--- config.mk ---
export PLATFORM = sky130hd
export DESIGN_NAME = instr_encode_loader
export DESIGN_NICKNAME = d
export VERILOG_FILES = /design/src/rtl/instr_encode_loader.sv
export SDC_FILE = /design/constraint.sdc
export NUM_CORES = 1
export LEC_CHECK = 0
export BUFFER_PORTS_ARGS = -buffer_cell sky130_fd_sc_hd__buf_4
export CAP_MARGIN = 20
export CELL_PAD_IN_SITES_DETAIL_PLACEMENT = 2
export CELL_PAD_IN_SITES_GLOBAL_PLACEMENT = 2
export CORE_MARGIN = 2
export CORE_UTILIZATION = 25
export CTS_CLUSTER_DIAMETER = 30
export CTS_CLUSTER_SIZE = 30
export DETAILED_ROUTE_END_ITERATION = 10
export HOLD_SLACK_MARGIN = 0.06
export PLACE_DENSITY_LB_ADDON = 0.1
export SLEW_MARGIN = 20
export SYNTH_ARGS = -nofsm -noshare
export SYNTH_HDL_FRONTEND = slang
export SYNTH_SLANG_ARGS = --single-unit
--- constraint.sdc ---
create_clock -name clk -period 1.8 [get_ports clk]
set_clock_uncertainty 0.2 [all_clocks]
set_input_delay 0.36 -clock clk [delete_from_list [all_inputs] [get_ports clk]]
set_output_delay 0.36 -clock clk [all_outputs]
set_load 0.05 [all_outputs]
--- src/rtl/instr_encode_loader.sv ---
// Field-level RV32I instruction encoder that streams encoded words into imem.
// Define INSTR_ENC_ADDI_EN to accept op_sel=5 as ADDI; otherwise it is illegal.
module instr_encode_loader #(
  parameter int ADDR_W    = 8,
  parameter int BASE_ADDR = 0
) (
  input  logic              clk,
  input  logic              rst_n,
  input  logic              clear,
  input  logic              in_valid,
  output logic              in_ready,
  input  logic [2:0]        op_sel,
  input  logic [4:0]        rd,
  input  logic [4:0]        rs1,
  input  logic [4:0]        rs2,
  input  logic [12:0]       imm,
  output logic              imem_we,
  output logic [ADDR_W-1:0] imem_addr,
  output logic [31:0]       imem_wdata,
  output logic              full,
  output logic              illegal_err,
  output logic [ADDR_W:0]   word_count
);

  typedef enum logic {RUN, FULL} state_t;

  localparam logic [ADDR_W-1:0] BASE = ADDR_W'(BASE_ADDR);
  localparam logic [ADDR_W-1:0] LAST = '1;

  state_t            state, state_next;
  logic [ADDR_W-1:0] ptr, ptr_next;
  logic [ADDR_W:0]   count_next;
  logic              err_next;
  logic [31:0]       word;
  logic              legal;
  logic              imm_fits;
  logic              accept;
  logic              write;

  assign in_ready   = (state == RUN) && !clear;
  assign full       = (state == FULL);
  assign accept     = in_valid && in_ready;
  assign write      = accept && legal;
  assign imm_fits   = (imm[12] == imm[11]);

  // NOTE: every output of a combinational block gets a default first, so no
  // path through the case can leave a value unassigned and infer a latch.
  always_comb begin
    word  = '0;
    legal = 1'b0;
    unique case (op_sel)
      3'd0: begin
        word  = {7'b0000000, rs2, rs1, 3'b000, rd, 7'b0110011};
        legal = 1'b1;
      end
      3'd1: begin
        word  = {7'b0100000, rs2, rs1, 3'b000, rd, 7'b0110011};
        legal = 1'b1;
      end
      3'd2: begin
        word  = {imm[11:0], rs1, 3'b010, rd, 7'b0000011};
        legal = imm_fits;
      end
      3'd3: begin
        word  = {imm[11:5], rs2, rs1, 3'b010, imm[4:0], 7'b0100011};
        legal = imm_fits;
      end
      3'd4: begin
        word  = {imm[12], imm[10:5], rs2, rs1, 3'b000, imm[4:1], imm[11], 7'b1100011};
        legal = !imm[0];
      end
`ifdef INSTR_ENC_ADDI_EN
      3'd5: begin
        word  = {imm[11:0], rs1, 3'b000, rd, 7'b0010011};
        legal = imm_fits;
      end
`endif
      default: begin
        word  = '0;
        legal = 1'b0;
      end
    endcase
  end

  // Clear overrides everything; a write registered last cycle still drains.
  always_comb begin
    state_next = state;
    ptr_next   = ptr;
    count_next = word_count;
    err_next   = illegal_err;
    if (clear) begin
      state_next = RUN;
      ptr_next   = BASE;
      count_next = '0;
      err_next   = 1'b0;
    end else if (accept) begin
      if (legal) begin
        count_next = word_count + (ADDR_W+1)'(1);
        if (ptr == LAST) state_next = FULL;
        else             ptr_next   = ptr + ADDR_W'(1);
      end else begin
        err_next = 1'b1;
      end
    end
  end

  // NOTE: sequential state uses non-blocking assignments so every register
  // samples pre-edge values regardless of statement order.
  always_ff @(posedge clk or negedge rst_n) begin
    if (!rst_n) begin
      state       <= RUN;
      ptr         <= BASE;
      word_count  <= '0;
      illegal_err <= 1'b0;
      imem_we     <= 1'b0;
      imem_addr   <= BASE;
      imem_wdata  <= '0;
    end else begin
      state       <= state_next;
      ptr         <= ptr_next;
      word_count  <= count_next;
      illegal_err <= err_next;
      imem_we     <= write;
      if (write) begin
        imem_addr  <= ptr;
        imem_wdata <= word;
      end
    end
  end

endmodule

# Word level (Yosys, flattened, before mapping)
# Cells that the tools add are included.
# word_totals
reg_bits,60
word_cells,49
in_bits,35
out_inout_bits,53
# classes
add_sub_neg,2
n_eq_ne,8
bitwise,1
mux,16
n_reduce_logical,15
# op_table
op,count
$pmux W32 S5,1
$mux W8,4
$mux W9,3
$add A9 B1 Y9 const B,1
$add A8 B1 Y8 const B,1
$eq A8 B8 Y1 const B,1
$mux W1,7
$eq A3 B2 Y1 const B,2
$reduce_and A3 Y1,2
$reduce_bool A2 Y1,3
$ne A2 B2 Y1 const B,2
$reduce_and A2 Y1,2
$reduce_or A2 Y1,2
$eq A3 B1 Y1 const B,1
$eq A3 B3 Y1 const B,1
$logic_and A1 B1 Y1,3
$logic_not A3 Y1,1
$pmux W1 S3,1
$logic_not A1 Y1,2
$eq A1 B1 Y1,1
$not A1 Y1,1

# Depth between registers and ports, before layout
# Gate-level depths: netlist (run 1).
# logic_depth
ltp_word,6
mapped_depth,7
mapped_depth_nobuf,5

# Least setup slack after synthesis (run 1)
# No wires, ideal clock.
# synth_timing
path_type,flip-flop to flip-flop
startpoint,reg state (netlist: full)
endpoint,reg word_count[6]
path_buffers,0
path_stages_with_launch,5
slack_ns,-0.107
setup_ns,0.078
required_ns,1.522
arrival_time_ns,1.629
period_less_slack_ns,1.907
cell_sequence,dfrtp_1 > nor3b_2 > o211ai_4 > or4_1 > a21oi_1
# synth_between
elab_chain_cells,5
# synth_rtl
item,line_no,source
from (decl),30,"state_t state, state_next;"
from (signal assigned),119,state <= state_next;
$not A1 Y1,40,assign in_ready = (state == RUN) && !clear;
$logic_and A1 B1 Y1,40,
$logic_and A1 B1 Y1,42,assign accept = in_valid && in_ready;
$reduce_bool A2 Y1 (no line),--,
$reduce_and A2 Y1 (no line),--,
to (signal assigned),121,word_count <= count_next;
to (decl),22,output logic [ADDR_W:0] word_count
# Every way passes these cells.
# A chain may end at the register's enable or synchronous reset.

# Worst setup path in the final report (run 1)
# layout_timing
startpoint,reg state (netlist: full)
endpoint,reg word_count[5]
# The elaborated chain is that of the path after synthesis.

==> summary.md, run 1 <==
| Metric | Value |
|---|---|
| Post-DP HPWL | 6.15 mm |
| Io pins | 88 |
| Final period utilization | 102% |
| RSZ-0062 raised after global routing | true |
| CTS Buf Count | 5 |
| Layout cells sized above 1 | 39.3% |
| Cell Area, Placed | 3510 sq um |
| Worst R2R Start | full |
| Mean Syn Cell Area | 9.50 sq um |
| Crit path max fanout | 6 |
| Final setup fails | 5 |
| Final TNS setup | -79.7 ps |
| Setup crit end | word_count[5] |
| DRT antenna net count | 0 |
| Crit end category | flip-flop |
| Root buffer cell | clkbuf_8 |
| Share of flip-flops with an asynchronous set or reset | 100% |
| Status | finished, violations left |
| TritonCTS clock tree | built |
| Violated checks | negative setup slack |
| Critical path data required time | 1800 ps |
| DRC violations left | 0 |
| EDFF count, synth | 0 |
| Remaining global-route overflow | 0 |
| Startpoint types | flip-flop |
| Critical-path top delay cell | dfrtp_2 |
| CP startpoint | full |
| Area delta synth->final | 50.8% |
| Yosys synthesis warning count | 0 |
| Htree depth | 2 |
| FP Rows | 37 |
| Maxcap violations | 0 |
| Initial Utilization | 25.4% |
| Antenna violations before repair | 0 |
| Worst skew pair latency | 310 ps |
| Design area | 3880 sq um |
| CTS Buffer Depth | 2 |
| Yosys reg bits | 55 |
| CP arrival | 1840 ps |
| Detail-routed via count per cell | 4.65 |
| Area of the mapped netlist | 2570 sq um |
| Die Wd | 105 microns |
| Top_reg_cell synth | dfrtp_1 |
| Synth unique cells | 40 |
| # diodes | 0 |
| Cells after Synth | 271 |
| Final GP Congestion | 0.750 |
| Fmax | 544 MHz |
| Drt first pass iters | 5 |
| Layout fillers | 1106 |
| Die Ht | 105 microns |
| Post-Place Worst Slack | -259 ps |
| Leakage | 0.00187 uW |
| Worst-path clk slew | 100 ps |
| First-pass GRT wire length | 14.1 mm |
| Port-buffer cells | 83 |
| Register area share after synthesis | 53.5% |
| Worst R2R Setup Slack | -40 ps |
| Die area | 11100 sq um |
| Maximum vdd drop | 0.000290 V |
| Drt initial violations | 47 |
| Critical R2R Capture | word_count[5] |
| Worst min path class | primary input to flip-flop |
| Total core area | 10100 sq um |
| Clock sink count | 55 |
| WL final | 8.46 mm |
| WS Path Type | flip-flop to flip-flop |
| Final Hold Viols | 0 |
| Power Dens Cells | 828 nW/um^2 |
| Slew Limit Fails | 0 |
| Vias | 2420 |
| Wire per inst | 16.3 microns |
| Vias in the first global route | 2659 |
| Fin worst setup slack | -36.7 ps |
| Tot GR Track Use | 15.8% |
| Min cycle time layout | 1840 ps |
| Nets | 420 |
| Critical path, cell by cell | nor3b_4 -> o211ai_4 -> bufbuf_16 -> buf_4 -> o31ai_2 -> a21oi_1 |
| Crit-path max cell delay | 440 ps |
| Worst-case reg-to-reg path depth | 6 |
| Largest net degree at the start of global routing | 35 |
synthesized netlist by cell type (4+ instances only):
cell      instances  area (sq um)
a21oi_1           9          45.0
a221oi_1          9          78.8
a31oi_1           4          25.0
and3_1            4          25.0
buf_2             6          30.0
buf_4             6          45.0
clkbuf_1          6          22.5
dfrtp_1          55          1380
mux2i_1           4          40.0
nand2_1          72           270
nand3_1          10          50.1
nand3b_1          5          37.5
nor2_1           24          90.1
o21ai_0          11          55.1
cells by family (layout without fill, tap and decap cells):
family | Yosys count | after routing | synth area share [%]
other | 1 | 4 | 0.146
buffers and inverters | 25 | 135 | 5.40
muxes | 5 | 5 | 1.99
xor gates and xnor gates | 1 | 1 | 0.340
DFF | 55 | 55 | 53.5
AOI/OAI and AO/OA | 48 | 48 | 13.8
and+or+nand+nor | 134 | 134 | 23.9
adders and majority gates | 2 | 2 | 0.972
power breakdown:
group | internal, uW | leakage (uW) | switching (uW) | total [uW]
clock network | 269 | 0.0000477 | 426 | 695
registers | 1360 | 0.000711 | 79.6 | 1440
logic | 354 | 0.00111 | 726 | 1080
total | 1980 | 0.00187 | 1230 | 3210
layer usage:
metal  wire, microns  vias up  share of wire, %  global-route usage, %
li1                -     1150                 -                      -
met5               0        -                 0                      0
met2            4370       53                52                   27.6
met1            3710     1212                44                   20.5
met3             329        5               3.9                   2.47
met4              59        0              0.70                   3.62
per-stage QoR:
step | util (%) | std cells | hold WS [ps] | total power [uW]
2_1_floorplan | - | 274 | -136 | 2100
3_3_place_gp | 34.6 | 502 | 90.0 | 2480
3_5_place_dp | 34.6 | 502 | 93.2 | 2500
4_1_cts | 37.2 | 518 | 74.4 | 3230
5_1_grt | 38.3 | 520 | 88.2 | 3380
6_report | 38.3 | 520 | 76.2 | 3210
registers in the layout, indices dropped and copies added, names as in the netlist:
signal	count
illegal_err	1
imem_wdata	27
ptr	8
imem_we	1
imem_addr	8
word_count	9
full	1
final cells by class:
type	instances	area [sq um]	area share, %
Inverter	5	22.5	0.580
Clock inverter	3	15.0	0.387
Tap cell	136	170	4.38
Sequential cell	55	1380	35.6
Clock buffer	5	68.8	1.77
Multi-Input combinational cell	194	1190	30.6
Timing Repair Buffer	122	1040	26.7
cell usage in the layout, fill, tap and decap left out, types with 3 or more instances in the layout:
cell,count
nand3_1,9
nor2b_1,3
nand3b_1,5
buf_12,3
dfrtp_1,52
mux2i_1,4
conb_1,4
dfrtp_2,3
nor3_1,3
clkinv_2,3
nand2_1,69
or3_1,3
nand2b_1,3
inv_1,3
nor2_1,21
dlygate4sd3_1,6
buf_6,3
a221oi_1,9
a21oi_1,8
clkbuf_8,5
a31oi_1,4
o21ai_0,9
buf_4,106
nand2_2,3
critical path: cells and delay by family, from the launching register on:
| kind | cells | cell delay (ps) |
|---|---|---|
| and+or+nand+nor | 1 | 220 |
| DFF | 1 | 440 |
| AOI/OAI and AO/OA | 3 | 440 |
| buffers and inverters | 2 | 420 |
worst min path at each step:
stage | slack [ps] | cells after the start | from | to
floorplan | -140 | 0 | rst_n | full
global placement | 90 | 1 | rst_n | imem_we
detailed placement | 90 | 1 | rst_n | imem_we
CTS | 70 | 3 | imm[8] | imem_wdata[28]
global route | 90 | 3 | imm[8] | imem_wdata[28]
finish | 80 | 3 | imm[6] | imem_wdata[26]
timing repair:
item,in CTS,in global routing
endpoints found under the setup margin,19,41
pin swaps,6,9
hold buffers,6,0
endpoints found under the hold margin,26,0
resized for setup,15,22
cloned,1,2
buffers inserted,1,0
(Power assumes the default switching activity.)
==> run 2, diff against run 1 <==
==> constraint.sdc (replaced) <==
create_clock -name clk -period 2.3 [get_ports clk]
set_clock_uncertainty 0.2 [all_clocks]
set_input_delay 0.46 -clock clk [delete_from_list [all_inputs] [get_ports clk]]
set_output_delay 0.46 -clock clk [all_outputs]
set_load 0.05 [all_outputs]
==> run 2 against run 1 <==
Against the previous run:
- the flow now finishes without violations
- hold slack improved by 65 ps
- die area did not move
- worst setup slack improved by 250 ps
- first-iteration DRC count rose by 15%
- non-clock buffer count fell by 27
- combinational power fell by 27%
- routed wire length fell by 8.1%
- critical path type unchanged
- largest power group unchanged
==> summary.md, run 2 (same netlist as run 1, synthesis figures left out) <==
| Metric | Value |
|---|---|
| Die Wd | 105 microns (unchanged) |
| Max reg flops | 27 (unchanged) |
| Worst min path class | primary input to flip-flop |
| Layout fillers | 1167 (+5.5%) |
| Vias | 2324 (-4.0%) |
| Largest regs | imem_wdata (27), word_count (9) |
| CP arrival | 2060 ps (+220 ps) |
| Detail-routed via count per cell | 4.71 (+1.3%) |
| Drt initial violations | 54 (+15%) |
| First-pass GRT wire length | 13.1 mm (-7.0%) |
| WL final | 7.78 mm (-8.1%) |
| Tot GR Track Use | 14.6% (-1.2 points) |
| Root buffer cell | clkbuf_8 |
| Commonest cells after routing, fill and taps aside | buf_4 (91), nand2_1 (72), dfrtp_1 (55) |
| Total power | 2450 uW (-24%) |
| WS Path Type | flip-flop to flip-flop |
| Final TNS setup | 0 ps (+79.7 ps) |
| Worst skew pair latency | 310 ps (about the same) |
| Status | finished, final reports clean |
| Worst R2R Start | ptr[1] |
| CP startpoint | ptr[1] |
| Worst-case reg-to-reg path depth | 5 (-1) |
| Final period utilization | 90.6% (-11 points) |
| CTS Buffer Depth | 2 (unchanged) |
| Slew Limit Fails | 0 (unchanged) |
| Final setup fails | 0 (-5) |
| Io pins | 88 (unchanged) |
| Largest net degree at the start of global routing | 56 (+60%) |
| Htree depth | 2 (unchanged) |
| Critical R2R Capture | ptr[5] |
| Min cycle time layout | 2080 ps (+248 ps) |
| Critical path data required time | 2280 ps (+480 ps) |
| FP Rows | 37 (unchanged) |
| Final Hold Viols | 0 (unchanged) |
| Die area | 11100 sq um (unchanged) |
| Drt first pass iters | 4 (-1) |
| # diodes | 0 (unchanged) |
| Postcts setup bufs | 0 (-1) |
| Nets | 393 (-6.4%) |
| Fmax | 480 MHz (-12%) |
| Power Dens Cells | 707 nW/um^2 (-15%) |
| Worst R2R Setup Slack | 220 ps (+250 ps) |
| Clock sink count | 55 (unchanged) |
| Area delta synth->final | 34.8% |
| Startpoint types | flip-flop |
| Crit path max fanout | 8 (+2) |
| CTS Buf Count | 5 (unchanged) |
| Post-CTS Resized | 0 (-15) |
| Leakage | 0.00167 uW (-11%) |
| DRC violations left | 0 (unchanged) |
| Hold Slack | 141 ps (+65.2 ps) |
| RSZ-0062 raised after global routing | false |
| Antenna violations before repair | 0 (unchanged) |
| Wire per inst | 15.8 microns (-3.0%) |
| Worst-path clk slew | 110 ps (about the same) |
| Final GP Congestion | 0.718 (-4.3%) |
| Post-DP HPWL | 5.56 mm (-9.6%) |
| Port-buffer cells | 83 (unchanged) |
| TritonCTS clock tree | built |
| Layout cells sized above 1 | 29.7% (-9.6 points) |
| Fin worst setup slack | 215 ps (+252 ps) |
| DRT antenna net count | 0 (unchanged) |
| Vias in the first global route | 2520 (-5.2%) |
| Crit end category | flip-flop |
| Setup crit end | ptr[5] |
| Inst Count DP | 484 (-3.6%) |
| Maximum vdd drop | 0.000259 V (-11%) |
| Commonest non-fill, non-tap cell in the layout | buf_4 |
| Total core area | 10100 sq um (unchanged) |
| Initial Utilization | 25.4% (unchanged) |
| Maxcap violations | 0 (unchanged) |
| Biggest register | imem_wdata |
| Post-Place Worst Slack | 110 ps (+368 ps) |
| Non-Filler Instances | 493 (-5.2%) |
| Remaining global-route overflow | 0 (unchanged) |
| Worst slew pin tran | 756 ps |
| Die Ht | 105 microns (unchanged) |
| Slew HR | 49.6% |
## run 2: how the worst min path moves through the flow
stage / startpoint / to / depth (start not counted)
6_report: rs1[0] / imem_wdata[15] / 3
5_1_grt: rs1[1] / imem_wdata[16] / 3
4_1_cts: rs1[0] / imem_wdata[15] / 3
3_5_place_dp: imem_wdata[25] / imem_wdata[25] / 2
3_3_place_gp: imem_wdata[25] / imem_wdata[25] / 2
2_1_floorplan: rst_n / full / 0
## run 2: cell type report
type | count | area [sq um] | area share (%)
Multi-Input combinational cell | 194 | 1070 | 30.8
Timing Repair Buffer | 95 | 753 | 21.7
Clock inverter | 1 | 5.00 | 0.144
Inverter | 5 | 18.8 | 0.541
Clock buffer | 7 | 76.3 | 2.20
Tap cell | 136 | 170 | 4.90
Sequential cell | 55 | 1380 | 39.7
## run 2: per-stage QoR
step,cell area [sq um],util (%)
after floorplan,2580,-
after global placement,3380,33.3
after detailed placement,3380,33.3
after CTS,3470,34.2
after global routing,3470,34.2
final,3470,34.2
## run 2: metal layers
layer | GRT usage, % | share of wire, % | vias to the layer above | routed length (microns)
met1 | 19.3 | 45 | 1171 | 3500
met4 | 3.14 | 0.72 | 0 | 56
li1 | - | - | 1093 | -
met3 | 2.35 | 4.2 | 5 | 330
met2 | 25.1 | 50 | 55 | 3900
met5 | 0 | 0 | - | 0
## run 2: repair_timing
| action | CTS | global route |
|---|---|---|
| setup endpoints to repair | 0 | 0 |
| endpoints found under the hold margin | 55 | 0 |
| hold buffers | 1 | 0 |
## run 2: critical path, cell delays in order, from the launching register on
cell	delay (ps)
dfrtp_1	430
ha_1	220
and3_1	240
and3_1	290
o311ai_0	420
o41ai_1	150
## run 2: power breakdown
group / internal, uW / switching (uW) / total (uW)
Combinational: 239 / 551 / 789
Sequential: 1060 / 58.4 / 1120
Clock: 216 / 325 / 541
Total: 1520 / 934 / 2450
==> run 3, diff against run 2 <==
--- a/config.mk
+++ b/config.mk
@@ -9,6 +9,7 @@
 export CAP_MARGIN = 20
 export CELL_PAD_IN_SITES_DETAIL_PLACEMENT = 2
 export CELL_PAD_IN_SITES_GLOBAL_PLACEMENT = 2
+export CORE_ASPECT_RATIO = 1.1
 export CORE_MARGIN = 2
 export CORE_UTILIZATION = 25
 export CTS_CLUSTER_DIAMETER = 30
==> run 3 against run 2 <==
Against the previous run:
- core utilization is 0.68 points higher
- largest power group unchanged
- total power rose by 5.7%
- flip-flop and latch count unchanged
==> summary.md, run 3 (same netlist as run 1, synthesis figures left out) <==
| Metric | Value |
|---|---|
| Fmax | 486 MHz (+1.4%) |
| Initial Utilization | 25.9% (+0.51 points) |
| Biggest register | imem_wdata |
| Wire per inst | 15.9 microns (+0.94%) |
| Min cycle time layout | 2060 ps (-28.9 ps) |
| Final setup fails | 0 (unchanged) |
| Worst slew pin tran | 746 ps (-10.2 ps) |
| Detail-routed via count per cell | 4.81 (+2.1%) |
| Maximum vdd drop | 0.000280 V (+8.4%) |
| Fin worst setup slack | 244 ps (+28.9 ps) |
| Nets | 394 (+0.25%) |
| Final Hold Viols | 0 (unchanged) |
| First-pass GRT wire length | 12.6 mm (-3.6%) |
| Vias in the first global route | 2410 (-4.4%) |
| Final period utilization | 89.4% (-1.3 points) |
| DRT antenna net count | 0 (unchanged) |
| Worst-path clk slew | 100 ps (about the same) |
| Antenna violations before repair | 0 (unchanged) |
| Crit end category | flip-flop |
| Worst min path class | primary input to flip-flop |
| Largest net degree at the start of global routing | 56 (unchanged) |
| Maxcap violations | 0 (unchanged) |
| Max reg flops | 27 (unchanged) |
| TritonCTS clock tree | built |
| Io pins | 88 (unchanged) |
| Commonest cells after routing, fill and taps aside | buf_4 (94), nand2_1 (72), dfrtp_1 (55) |
| Crit path max fanout | 8 (unchanged) |
| Post-CTS Resized | 0 (unchanged) |
| Post-DP HPWL | 5.47 mm (-1.7%) |
| Drt first pass iters | 3 (-1) |
| Clock sink count | 55 (unchanged) |
| Largest regs | imem_wdata (27), word_count (9) |
| Startpoint types | flip-flop |
| DRC violations left | 0 (unchanged) |
| Die Ht | 110 microns (+4.7%) |
| Area delta synth->final | 34.8% (about the same) |
| WL final | 7.61 mm (-2.1%) |
| Total core area | 9940 sq um (-2.0%) |
| CTS Buffer Depth | 2 (unchanged) |
| Final GP Congestion | 0.741 (+3.2%) |
| Commonest non-fill, non-tap cell in the layout | buf_4 |
| Status | finished, final reports clean |
| Htree depth | 2 (unchanged) |
| Leakage | 0.00168 uW (+0.87%) |
| Vias | 2300 (-1.0%) |
| Root buffer cell | clkbuf_8 |
| Layout cells sized above 1 | 30.4% (+0.76 points) |
| CTS Buf Count | 5 (unchanged) |
| RSZ-0062 raised after global routing | false |
| CP arrival | 2040 ps (-20 ps) |
| FP Rows | 38 (+2.7%) |
| Critical path data required time | 2290 ps (about the same) |
| Drt initial violations | 65 (+20%) |
| Port-buffer cells | 83 (unchanged) |
| Layout fillers | 1148 (-1.6%) |
| Final TNS setup | 0 ps (unchanged) |
| Worst skew pair latency | 310 ps (about the same) |
| Slew HR | 50.3% (+0.68 points) |
| Die Wd | 101 microns (-4.5%) |
| Die area | 11100 sq um (about the same) |
| Tot GR Track Use | 14.1% (-0.48 points) |
| # diodes | 0 (unchanged) |
| Final core occ | 34.9% (+0.68 points) |
| Post-Place Worst Slack | 119 ps (+9.66 ps) |
| WS Path Type | flip-flop to flip-flop |
| Power Dens Cells | 747 nW/um^2 (+5.7%) |
| Slew Limit Fails | 0 (unchanged) |
| Remaining global-route overflow | 0 (unchanged) |
run 3: changes by cell type in the layout (fill, tap and decap cells not counted), sizes merged:
cell	delta
buf	+1
bufinv	+1
clkbuf	-1
run 3: area by class of cell:
| cell class | instances | area [sq um] | area share (%) |
|---|---|---|---|
| Tap cell | 120 | 150 | 4.33 |
| Clock inverter | 2 | 35.0 | 1.01 |
| Sequential cell | 55 | 1380 | 39.7 |
| Inverter | 5 | 18.8 | 0.541 |
| Multi-Input combinational cell | 194 | 1070 | 30.8 |
| Timing Repair Buffer | 96 | 736 | 21.2 |
| Clock buffer | 6 | 82.6 | 2.38 |
run 3: critical path: stages (launching register included):
cell      delay, ps
dfrtp_1         450
ha_1            250
and3_1          240
and3_1          280
o311ai_0        370
o41ai_1         130
run 3: final timing paths:
check / depth (start not counted) / slack (ps) / from / end
worst min register to register: 2 / 280 / imem_wdata[26] / imem_wdata[26]
min in group asynchronous: 2 / 540 / rst_n / imem_we
worst max register to register: 5 / 240 / ptr[0] / ptr[5]
worst min-delay path: 3 / 140 / rs1[0] / imem_wdata[15]
max in group asynchronous: 2 / 870 / rst_n / imem_wdata[10]
worst max-delay path: 5 / 240 / ptr[0] / ptr[5]
run 3: report_power, final:
group / total, uW / internal (uW) / switching [uW]
clock network: 689 / 353 / 336
logic: 783 / 235 / 548
registers: 1120 / 1060 / 56.2
total: 2590 / 1650 / 939
run 3: what timing repair did:
item	CTS	global route
endpoints found under the setup margin	0	0
setup buffers	0	0
hold buffers	1	0
hold endpoints to repair	55	0
run 3: metrics by stage:
step | instance area [sq um] | cells | hold WS [ps] | total power [uW]
floorplan | 2580 | 274 | -35.6 | 1640
global placement | 3340 | 469 | 251 | 1920
detailed placement | 3340 | 469 | 270 | 1940
CTS | 3470 | 478 | 126 | 2640
global route | 3470 | 478 | 125 | 2720
finish | 3470 | 478 | 135 | 2590
run 3: metal layers:
| layer | vias up | wire length [microns] | GRT usage, % |
|---|---|---|---|
| met3 | 4 | 291 | 2.66 |
| met1 | 1143 | 3450 | 19.1 |
| met4 | 0 | 57 | 3.01 |
| met2 | 54 | 3820 | 23.3 |
| met5 | - | 0 | 0 |
| li1 | 1099 | - | - |
